===== src/rtl/rec_play_ctrl_if.sv =====
// Control/status bundle between the record/play sequencer and its surroundings.
// master drives requests and the sample strobe; slave is the sequencer.
interface rec_play_ctrl_if #(parameter int ADDR_W = 16);
  logic              sample_tick;
  logic              rec_btn;
  logic              play_btn;
  logic              stop_btn;
  logic              we;
  logic [ADDR_W-1:0] waddr;
  logic [ADDR_W-1:0] raddr;
  logic              buff_sel;
  logic [1:0]        state;
  logic [ADDR_W:0]   rec_len;
  logic              full;

  modport master (
    output sample_tick, rec_btn, play_btn, stop_btn,
    input  we, waddr, raddr, buff_sel, state, rec_len, full
  );

  modport slave (
    input  sample_tick, rec_btn, play_btn, stop_btn,
    output we, waddr, raddr, buff_sel, state, rec_len, full
  );
endinterface


===== src/rtl/rec_play_ctrl.sv =====
// Record/play sequencer for the mic sample buffer: write/read address pacing,
// recorded length and live/buffer select. `define LOOP_PLAY_EN for looping playback.
module rec_play_ctrl #(
  parameter int ADDR_W  = 16,
  parameter int MIN_LEN = 1
) (
  input logic           clk,
  input logic           rst,
  rec_play_ctrl_if.slave bus
);
  localparam logic [ADDR_W-1:0] LAST_ADDR = '1;
  localparam logic [ADDR_W:0]   DEPTH_LEN = {1'b1, {ADDR_W{1'b0}}};
  localparam logic [ADDR_W:0]   MIN_L     = (ADDR_W+1)'(MIN_LEN);
  localparam logic [ADDR_W:0]   ONE_L     = {{ADDR_W{1'b0}}, 1'b1};

  typedef enum logic [1:0] {
    S_IDLE = 2'b00,
    S_REC  = 2'b01,
    S_PLAY = 2'b10
  } state_e;

  state_e            state_q, state_d;
  logic [ADDR_W-1:0] waddr_q, waddr_d;
  logic [ADDR_W-1:0] raddr_q, raddr_d;
  logic [ADDR_W:0]   rec_len_q, rec_len_d;
  logic              buff_sel_q, buff_sel_d;
  logic              full_q, full_d;
  logic              rec_prev_q, play_prev_q, stop_prev_q;
  logic              rec_e, play_e, stop_e;
  logic              we;
  logic              play_end;

  assign rec_e  = bus.rec_btn  & ~rec_prev_q;
  assign play_e = bus.play_btn & ~play_prev_q;
  assign stop_e = bus.stop_btn & ~stop_prev_q;

  // A restart (rec edge not overridden by stop) suppresses the write that cycle.
  assign we       = (state_q == S_REC) & bus.sample_tick & ~(rec_e & ~stop_e);
  assign play_end = ({1'b0, raddr_q} == (rec_len_q - ONE_L));

  always_comb begin
    state_d    = state_q;
    waddr_d    = waddr_q;
    raddr_d    = raddr_q;
    rec_len_d  = rec_len_q;
    buff_sel_d = buff_sel_q;
    full_d     = 1'b0;
    case (state_q)
      S_IDLE: begin
        if (stop_e) begin
          state_d = S_IDLE;
        end else if (rec_e) begin
          state_d = S_REC;
          waddr_d = '0;
        end else if (play_e && (rec_len_q >= MIN_L)) begin
          state_d    = S_PLAY;
          raddr_d    = '0;
          buff_sel_d = 1'b1;
        end
      end
      S_REC: begin
        if (stop_e) begin
          state_d   = S_IDLE;
          rec_len_d = {1'b0, waddr_q} + {{ADDR_W{1'b0}}, we};
          waddr_d   = waddr_q + {{(ADDR_W-1){1'b0}}, we};
        end else if (rec_e) begin
          waddr_d = '0;
        end else if (we) begin
          waddr_d = waddr_q + 1'b1;
          if (waddr_q == LAST_ADDR) begin
            state_d   = S_IDLE;
            rec_len_d = DEPTH_LEN;
            full_d    = 1'b1;
          end
        end
      end
      S_PLAY: begin
        if (stop_e) begin
          state_d    = S_IDLE;
          raddr_d    = '0;
          buff_sel_d = 1'b0;
        end else if (rec_e) begin
          state_d    = S_REC;
          waddr_d    = '0;
          raddr_d    = '0;
          buff_sel_d = 1'b0;
        end else if (play_e) begin
          raddr_d = '0;
        end else if (bus.sample_tick) begin
          if (play_end) begin
            raddr_d = '0;
`ifndef LOOP_PLAY_EN
            state_d    = S_IDLE;
            buff_sel_d = 1'b0;
`endif
          end else begin
            raddr_d = raddr_q + 1'b1;
          end
        end
      end
      default: begin
        state_d    = S_IDLE;
        buff_sel_d = 1'b0;
      end
    endcase
  end

  always_ff @(posedge clk) begin
    if (rst) begin
      state_q     <= S_IDLE;
      waddr_q     <= '0;
      raddr_q     <= '0;
      rec_len_q   <= '0;
      buff_sel_q  <= 1'b0;
      full_q      <= 1'b0;
      rec_prev_q  <= 1'b0;
      play_prev_q <= 1'b0;
      stop_prev_q <= 1'b0;
    end else begin
      state_q     <= state_d;
      waddr_q     <= waddr_d;
      raddr_q     <= raddr_d;
      rec_len_q   <= rec_len_d;
      buff_sel_q  <= buff_sel_d;
      full_q      <= full_d;
      rec_prev_q  <= bus.rec_btn;
      play_prev_q <= bus.play_btn;
      stop_prev_q <= bus.stop_btn;
    end
  end

  assign bus.we       = we;
  assign bus.waddr    = waddr_q;
  assign bus.raddr    = raddr_q;
  assign bus.buff_sel = buff_sel_q;
  assign bus.state    = state_q;
  assign bus.rec_len  = rec_len_q;
  assign bus.full     = full_q;
endmodule


===== src/flat_wrapper.sv =====
// flat-port wrapper written by rule: the top's interface ports become plain ports
module rec_play_ctrl_flat 
#(
  parameter int ADDR_W  = 16,
  parameter int MIN_LEN = 1
)
  (clk, rst, bus_sample_tick, bus_rec_btn, bus_play_btn, bus_stop_btn, bus_we, bus_waddr, bus_raddr, bus_buff_sel, bus_state, bus_rec_len, bus_full);
  rec_play_ctrl_if #(.ADDR_W(ADDR_W)) bus_i ();
  input logic clk;
  input logic rst;
  input wire logic [$bits(bus_i.sample_tick)-1:0] bus_sample_tick;
  input wire logic [$bits(bus_i.rec_btn)-1:0] bus_rec_btn;
  input wire logic [$bits(bus_i.play_btn)-1:0] bus_play_btn;
  input wire logic [$bits(bus_i.stop_btn)-1:0] bus_stop_btn;
  output wire logic [$bits(bus_i.we)-1:0] bus_we;
  output wire logic [$bits(bus_i.waddr)-1:0] bus_waddr;
  output wire logic [$bits(bus_i.raddr)-1:0] bus_raddr;
  output wire logic [$bits(bus_i.buff_sel)-1:0] bus_buff_sel;
  output wire logic [$bits(bus_i.state)-1:0] bus_state;
  output wire logic [$bits(bus_i.rec_len)-1:0] bus_rec_len;
  output wire logic [$bits(bus_i.full)-1:0] bus_full;
  assign bus_i.sample_tick = bus_sample_tick;
  assign bus_i.rec_btn = bus_rec_btn;
  assign bus_i.play_btn = bus_play_btn;
  assign bus_i.stop_btn = bus_stop_btn;
  assign bus_we = bus_i.we;
  assign bus_waddr = bus_i.waddr;
  assign bus_raddr = bus_i.raddr;
  assign bus_buff_sel = bus_i.buff_sel;
  assign bus_state = bus_i.state;
  assign bus_rec_len = bus_i.rec_len;
  assign bus_full = bus_i.full;
  rec_play_ctrl #(.ADDR_W(ADDR_W), .MIN_LEN(MIN_LEN)) u_core (.clk(clk), .rst(rst), .bus(bus_i));
endmodule

===== config.mk =====
export PLATFORM = sky130hd
export DESIGN_NAME = rec_play_ctrl_flat
export DESIGN_NICKNAME = d
export VERILOG_FILES = /design/src/rtl/rec_play_ctrl_if.sv /design/src/rtl/rec_play_ctrl.sv /design/src/flat_wrapper.sv
export SDC_FILE = /design/constraint.sdc
export NUM_CORES = 1
export LEC_CHECK = 0
export BUFFER_PORTS_ARGS = -buffer_cell sky130_fd_sc_hd__buf_4
export CAP_MARGIN = 15
export CORE_ASPECT_RATIO = 0.9
export CORE_MARGIN = 2
export CORE_UTILIZATION = 55
export DETAILED_ROUTE_END_ITERATION = 10
export GPL_TIMING_DRIVEN = 0
export PLACE_DENSITY_LB_ADDON = 0.2
export SETUP_SLACK_MARGIN = 0.5
export SYNTH_ARGS = -nofsm -noshare
export SYNTH_HDL_FRONTEND = slang
export SYNTH_SLANG_ARGS = --single-unit
export TNS_END_PERCENT = 10

===== constraint.sdc =====
create_clock -name clk -period 3.3 [get_ports clk]
set_input_delay 0.33 -clock clk [delete_from_list [all_inputs] [get_ports clk]]
set_output_delay 0.33 -clock clk [all_outputs]
set_load 0.02 [all_outputs]

* Word level (Yosys, flattened, before mapping)
Index checks and enable logic that the tools add are counted.
** Operators by class
- Equality and inequality tests :: 19
- Order comparisons :: 1
- Add/subtract/negate cells :: 5
- Reductions and logical operators :: 13
- Bitwise gates (word level) :: 13
- Mux-type cells :: 42
** Operators with widths (number)
- $mux 16 :: 13
- $mux 17 :: 4
- $pmux 16 s2 :: 2
- $add 16x1->16 const B :: 2
- $mux 2 :: 12
- $add 16x1->17 :: 1
- $eq 16x17->1 :: 1
- $ge 17x1->1 const B :: 1
- $sub 17x1->17 const B :: 1
- $add 16x1->16 :: 1
- $eq 16x16->1 const B :: 1
- $reduce_and 7->1 :: 2
- $ne 4x1->1 const B :: 3
- $mux 1 :: 9
- $ne 2x2->1 const B :: 4
- $reduce_and 4->1 :: 2
- $reduce_bool 2->1 :: 4
- $not 1->1 :: 7
- $and 1x1->1 :: 6
- $pmux 2 s3 :: 1
- $ne 5x2->1 const B :: 1
- $reduce_and 5->1 :: 1
- $reduce_or 5->1 :: 1
- $ne 2x1->1 const B :: 2
- other kinds (11) :: 11
** Storage, ports and cells
- Flip-flop bits (word level) :: 56
- Bits of input ports :: 6
- Output and inout bits :: 54
- Logic and storage cells :: 102

* Logic depth before layout (Yosys ltp)
- Word-level depth :: 10
- Depth in mapped cells :: 11

* Worst setup path after synthesis
OpenSTA, ideal clock, no wires.
- Path kind :: register to register
- Start :: reg u_core.state_q[0], in the netlist u_core.bus.state[0]
- End :: reg u_core.rec_len_q[10], in the netlist u_core.bus.rec_len[10]
- Path buffers :: 1
- Setup slack :: 326 ps
- Stages on the path, launching flop included :: 12
- Arrival time :: 2904 ps
- Required time :: 3230 ps
- Cell sequence :: dfxtp_1 -> clkbuf_1 -> nor2b_1 -> o211a_1 -> ha_1 -> ha_1 -> nand2_1 -> or3_1 -> nor2_1 -> xnor2_1 -> or3_1 -> a21oi_1
** On the way
- Longest elaborated chain between the ends :: 5
- Elaborated cells on any way between the ends :: 7
- Those cells by class :: add/sub: 1; eq/ne: 1; mux: 1; bitwise: 2; reduce/logical: 2
** Ends and longest elaborated chain
- start, declared :: line rec_play_ctrl.sv:22 : state_e state_q, state_d;
- start signal, assigned :: line rec_play_ctrl.sv:120 : state_q <= state_d;
- $eq 2x1->1 (*) :: line rec_play_ctrl.sv:38 : assign we = (state_q == S_REC) & bus.sample_tick & ~(rec_e & ~stop_e);
- $and 1x1->1 (*) (2 in a row) :: line rec_play_ctrl.sv:38
- via bus_we :: line flat_wrapper.sv:15 : output wire logic [$bits(bus_i.we)-1:0] bus_we;
- $add 16x1->17 or $reduce_bool 2->1 (tied branches)
- $mux 17 or $reduce_and 4->1 (tied branches)
- end signal, assigned :: line rec_play_ctrl.sv:123 : rec_len_q <= rec_len_d;
- end, declared :: line rec_play_ctrl.sv:25 : logic [ADDR_W:0] rec_len_q, rec_len_d;
Mark *: on every way through the listed nets, which the timed path passes. The rest lies on a longest branch.
A chain may end at the register's enable or synchronous reset.

* Worst setup path after layout
- Start :: reg u_core.rec_len_q[1], in the netlist u_core.bus.rec_len[1]
- End :: reg u_core.raddr_q[0], in the netlist u_core.bus.raddr[0]
** On the way
- Longest elaborated chain between the ends :: 8
- Elaborated cells on any way between the ends :: 12
- Those cells by class :: add/sub: 1; order compare: 1; eq/ne: 2; mux: 6; reduce/logical: 2
** Ends and longest elaborated chain
- $sub 17x1->17 :: line rec_play_ctrl.sv:39 : assign play_end = ({1'b0, raddr_q} == (rec_len_q - ONE_L));
- $eq 16x17->1 :: line rec_play_ctrl.sv:39
- $mux 16 :: line rec_play_ctrl.sv:90 : if (play_end) begin
- $mux 16 :: line rec_play_ctrl.sv:89 : end else if (bus.sample_tick) begin
- $mux 16 :: line rec_play_ctrl.sv:87 : end else if (play_e) begin
- $mux 16 :: line rec_play_ctrl.sv:82 : end else if (rec_e) begin
- $mux 16 :: line rec_play_ctrl.sv:78 : if (stop_e) begin
- $pmux 16 s2 :: line rec_play_ctrl.sv:48 : case (state_q)
- end signal, assigned :: line rec_play_ctrl.sv:122 : raddr_q <= raddr_d;
- end, declared :: line rec_play_ctrl.sv:24 : logic [ADDR_W-1:0] raddr_q, raddr_d;
Parallel ways exist; a longest one is shown, timed or not. The select of a mux whose other input is x is not followed.

==> flow_metrics.py <==
metrics = {
    "clock_network": {
        "clock_path_buffers": 2,
        "clkTransAtPathRegs_ps": 100,
        "h-tree-depth": 2,
        "cts_root_buf": "clkbuf_8",
        "cts_buffers": 5,
        "cts_tree": "built",
        "clk_latency_ps": 310,
        "cts_sinks": 56,
    },
    "global_route": {
        "grt_max_degree": 16,
        "globalRouteTotalUtil_pct": 31.7,
        "grt_pass1_wl_um": 18900,
        "grt_pass1_vias": 3639,
        "grt_overflow_total": 0,
        "antenna_found_initial": 0,
    },
    "route": {
        "antenna_left": 0,
        "first_pass_iters": 6,
        "drt_iter0_drc": 362,
        "vias": 4201,
        "vias_per_cell": 6.43,
        "drt-total-wl_um": 12000,
        "drc": 0,
        "routedWlPerCell_um": 18.4,
    },
    "power_and_ir_drop": {
        "total_power_w": 0.00121,
        "power.density_mw_per_mm2": 268,
        "irDropWorstVdd_v": 0.000215,
        "p_leak_nw": 1.68,
    },
    "cells_and_area": {
        "area_delta_synth_final_pct": 19.5,
        "antenna_cells": 0,
        "drive_gt1_share_pct": 16.7,
        "nNetsFinal": 574,
    },
    "floorplan": {
        "fp.dieW_um": 91.3,
        "floorplan.initialDensity_pct": 57.0,
        "io_pins": 60,
        "core_area_mm2": 0.00662,
        "die_area_mm2": 0.00754,
        "rows": 28,
        "die_y_um": 82.6,
    },
    "placed_design": {
        "place.gp.congestion": 0.935,
        "port_buffers": 59,
        "hpwl_um": 8730,
    },
    "synthesis": {
        "synth_area_leader_cell": "dfxtp_1",
        "syn_avg_cell_area_um2": 7.66,
        "yosys-top-cells-area": "dfxtp_1 (30%), a21oi_1 (7.2%), xnor2_1 (5.6%)",
        "synth_seq_area_share_pct": 29.7,
        "synth_cells": 493,
        "syn_nets": 505,
        "ys_async_sr_fraction_pct": 0,
        "yosysUniqueCellTypes": 60,
        "synth_area_mm2": 0.00377,
        "ys_warn_count": 0,
        "yosys_register_bits": 56,
        "synth-main-ff-cell": "dfxtp_1",
        "synth_top_area_share_pct": 29.7,
        "synth_edf_count": 0,
    },
    "worst_setup_path": {
        "critPathKind": "reg2reg",
        "crit_path_max_fanout": 10,
        "critical_path_required_ps": 3510,
        "r2r_end": "u_core.bus.raddr[0]$_SDFFE_PP0P_",
        "cp-start-kind": "flip-flop",
        "cp_data_arrival_time_ps": 2940,
        "crit_path_end_kind": "flip-flop",
        "r2r_setup_slack_ps": 580,
        "reg2regPathDepth": 10,
        "crit-reg2reg-launch": "u_core.bus.rec_len[1]$_SDFFE_PP0P_",
    },
    "timing": {
        "hold_viol_final": 0,
        "skew_ps": 5.26,
        "worstMarginPinSlew_ps": 708,
        "setup_tns_ps": 0,
        "slew_headroom_pct": 52.7,
        "fmax_mhz": 367,
        "drv_slew": 0,
        "min_period_ps": 2720,
        "setup_violations": 0,
        "rsz0062_at_grt": "yes",
        "fin_crit_sh_pct": 82.6,
    },
    "flow_run": {
        "drv_cap": 0,
    },
    "worst_hold_path": {
        "worstHoldEndpoint": "u_core.rec_prev_q$_SDFF_PP0_",
        "worstHoldPathCells": 2,
        "hold_class": "in2reg",
        "min_from": "bus_rec_btn",
    },
    "run_status": {
        "status": "complete, no violations",
    },
}
-- worst max path at each step --
stage               slack [ps]                                from                                  end  cells past startpoint
floorplan                  510    u_core.bus.state[0]$_SDFFE_PP0P_  u_core.bus.rec_len[10]$_SDFFE_PP0P_                     11
global placement           220    u_core.bus.state[0]$_SDFFE_PP0P_  u_core.bus.rec_len[13]$_SDFFE_PP0P_                     10
detailed placement         230    u_core.bus.state[0]$_SDFFE_PP0P_  u_core.bus.rec_len[13]$_SDFFE_PP0P_                     10
CTS                        500  u_core.bus.rec_len[2]$_SDFFE_PP0P_     u_core.bus.raddr[0]$_SDFFE_PP0P_                      8
global route               460  u_core.bus.rec_len[6]$_SDFFE_PP0P_    u_core.bus.raddr[11]$_SDFFE_PP0P_                      9
finish                     580  u_core.bus.rec_len[1]$_SDFFE_PP0P_     u_core.bus.raddr[0]$_SDFFE_PP0P_                     10
-- cells by family (layout without fill, tap and decap cells) --
group / count (synthesis) / after routing / share of synthesized area, %
simple gates: 213 / 213 / 29.7
mux: 5 / 5 / 1.33
xor+xnor: 48 / 48 / 11.5
buf+inv: 41 / 111 / 4.81
compound gates: 124 / 124 / 21.0
flops: 56 / 56 / 29.7
fa+ha+maj: 6 / 6 / 1.99
-- Yosys cell counts (6+ instances only) --
master / n
o21ai_0: 14
nor2_1: 46
nand2_1: 45
nand3_1: 18
xnor2_1: 24
nor3_1: 24
inv_1: 6
nand2b_1: 7
and3_1: 7
or3_1: 10
nor4_1: 8
a22oi_1: 7
ha_1: 6
o22ai_1: 10
nor2b_1: 10
xor2_1: 23
nand4_1: 16
a21oi_1: 54
dfxtp_1: 56
clkbuf_1: 29
-- per-layer routing --
metal	wire length (µm)	vias up	GRT usage [%]	share of wire (%)
li1	-	1929	-	-
met1	5520	2012	48.9	46
met2	5030	238	46.0	42
met3	1300	22	4.72	11
met4	154	0	7.42	1.3
met5	0	-	0	0
-- power by group --
group | switching (W) | internal (W) | leakage (nW)
logic | 0.0000818 | 0.0000346 | 1.18
registers | 0.00000459 | 0.000680 | 0.453
clock network | 0.000236 | 0.000172 | 0.0455
total | 0.000322 | 0.000887 | 1.68
-- state kept, by name (all words and copies together) (netlist names) --
name / cells
u_core.bus.rec_len: 17
u_core.bus.raddr: 16
u_core.bus.waddr: 16
u_core.bus.state: 2
u_core.bus.buff_sel: 1
u_core.bus.full: 1
u_core.play_prev_q: 1
u_core.rec_prev_q: 1
u_core.stop_prev_q: 1
-- layout by cell type (no fill, tap or decap), drive strengths merged, types with 5 or more instances in the layout --
| cell | netlist | final |
|---|---|---|
| o21ai | 14 | 14 |
| o22ai | 10 | 10 |
| nor4 | 11 | 11 |
| ha | 6 | 6 |
| xor2 | 23 | 23 |
| mux2i | 5 | 5 |
| nand2 | 45 | 45 |
| inv | 6 | 6 |
| buf | 6 | 68 |
| nor2 | 46 | 46 |
| clkbuf | 29 | 37 |
| dfxtp | 56 | 56 |
| nor3 | 24 | 24 |
| xnor2 | 24 | 24 |
| nand4 | 16 | 16 |
| a21oi | 54 | 54 |
| a22oi | 7 | 7 |
| and3 | 7 | 7 |
| nand3 | 18 | 18 |
| o211ai | 5 | 5 |
| or3 | 10 | 10 |
| nor2b | 11 | 11 |
| nand2b | 7 | 7 |
-- area by class of cell --
| cell class | count | area (µm²) |
|---|---|---|
| fillers | 603 | 2110 |
| well taps | 90 | 113 |
| multi-input cells | 396 | 2530 |
| flip-flops and latches | 56 | 1120 |
| clock buffers | 8 | 90.1 |
| inverters | 6 | 22.5 |
| plain buffers | 35 | 164 |
| repair buffers | 62 | 465 |
-- critical path, cell delays in order, from the launching register on --
cell	delay, ps
dfxtp_1	410
inv_1	110
ha_1	320
nor3b_1	310
xnor2_1	120
nor3b_1	290
o2111ai_1	270
o41ai_4	380
buf_4	190
buf_6	140
o22ai_1	80
-- per-stage QoR --
| step | instance area [µm²] | worst slack, ps | std cells | hold WS [ps] | utilization (%) |
|---|---|---|---|---|---|
| 2_1_floorplan | 3780 | 507 | 493 | 458 | - |
| 3_3_place_gp | 4330 | 218 | 642 | 470 | 65.4 |
| 3_5_place_dp | 4330 | 228 | 642 | 477 | 65.4 |
| 4_1_cts | 4460 | 502 | 651 | 240 | 67.3 |
| 5_1_grt | 4510 | 460 | 653 | 254 | 68.1 |
| 6_report | 4510 | 575 | 653 | 242 | 68.1 |
-- what timing repair did --
action / 4_1_cts / 5_1_grt
hold buffers: 0 / 0
setup endpoints to repair: 14 / 24
resized for setup: 7 / 9
pin swaps: 1 / 1
buffers inserted: 1 / 2
Power figures use the tool's default switching activity.
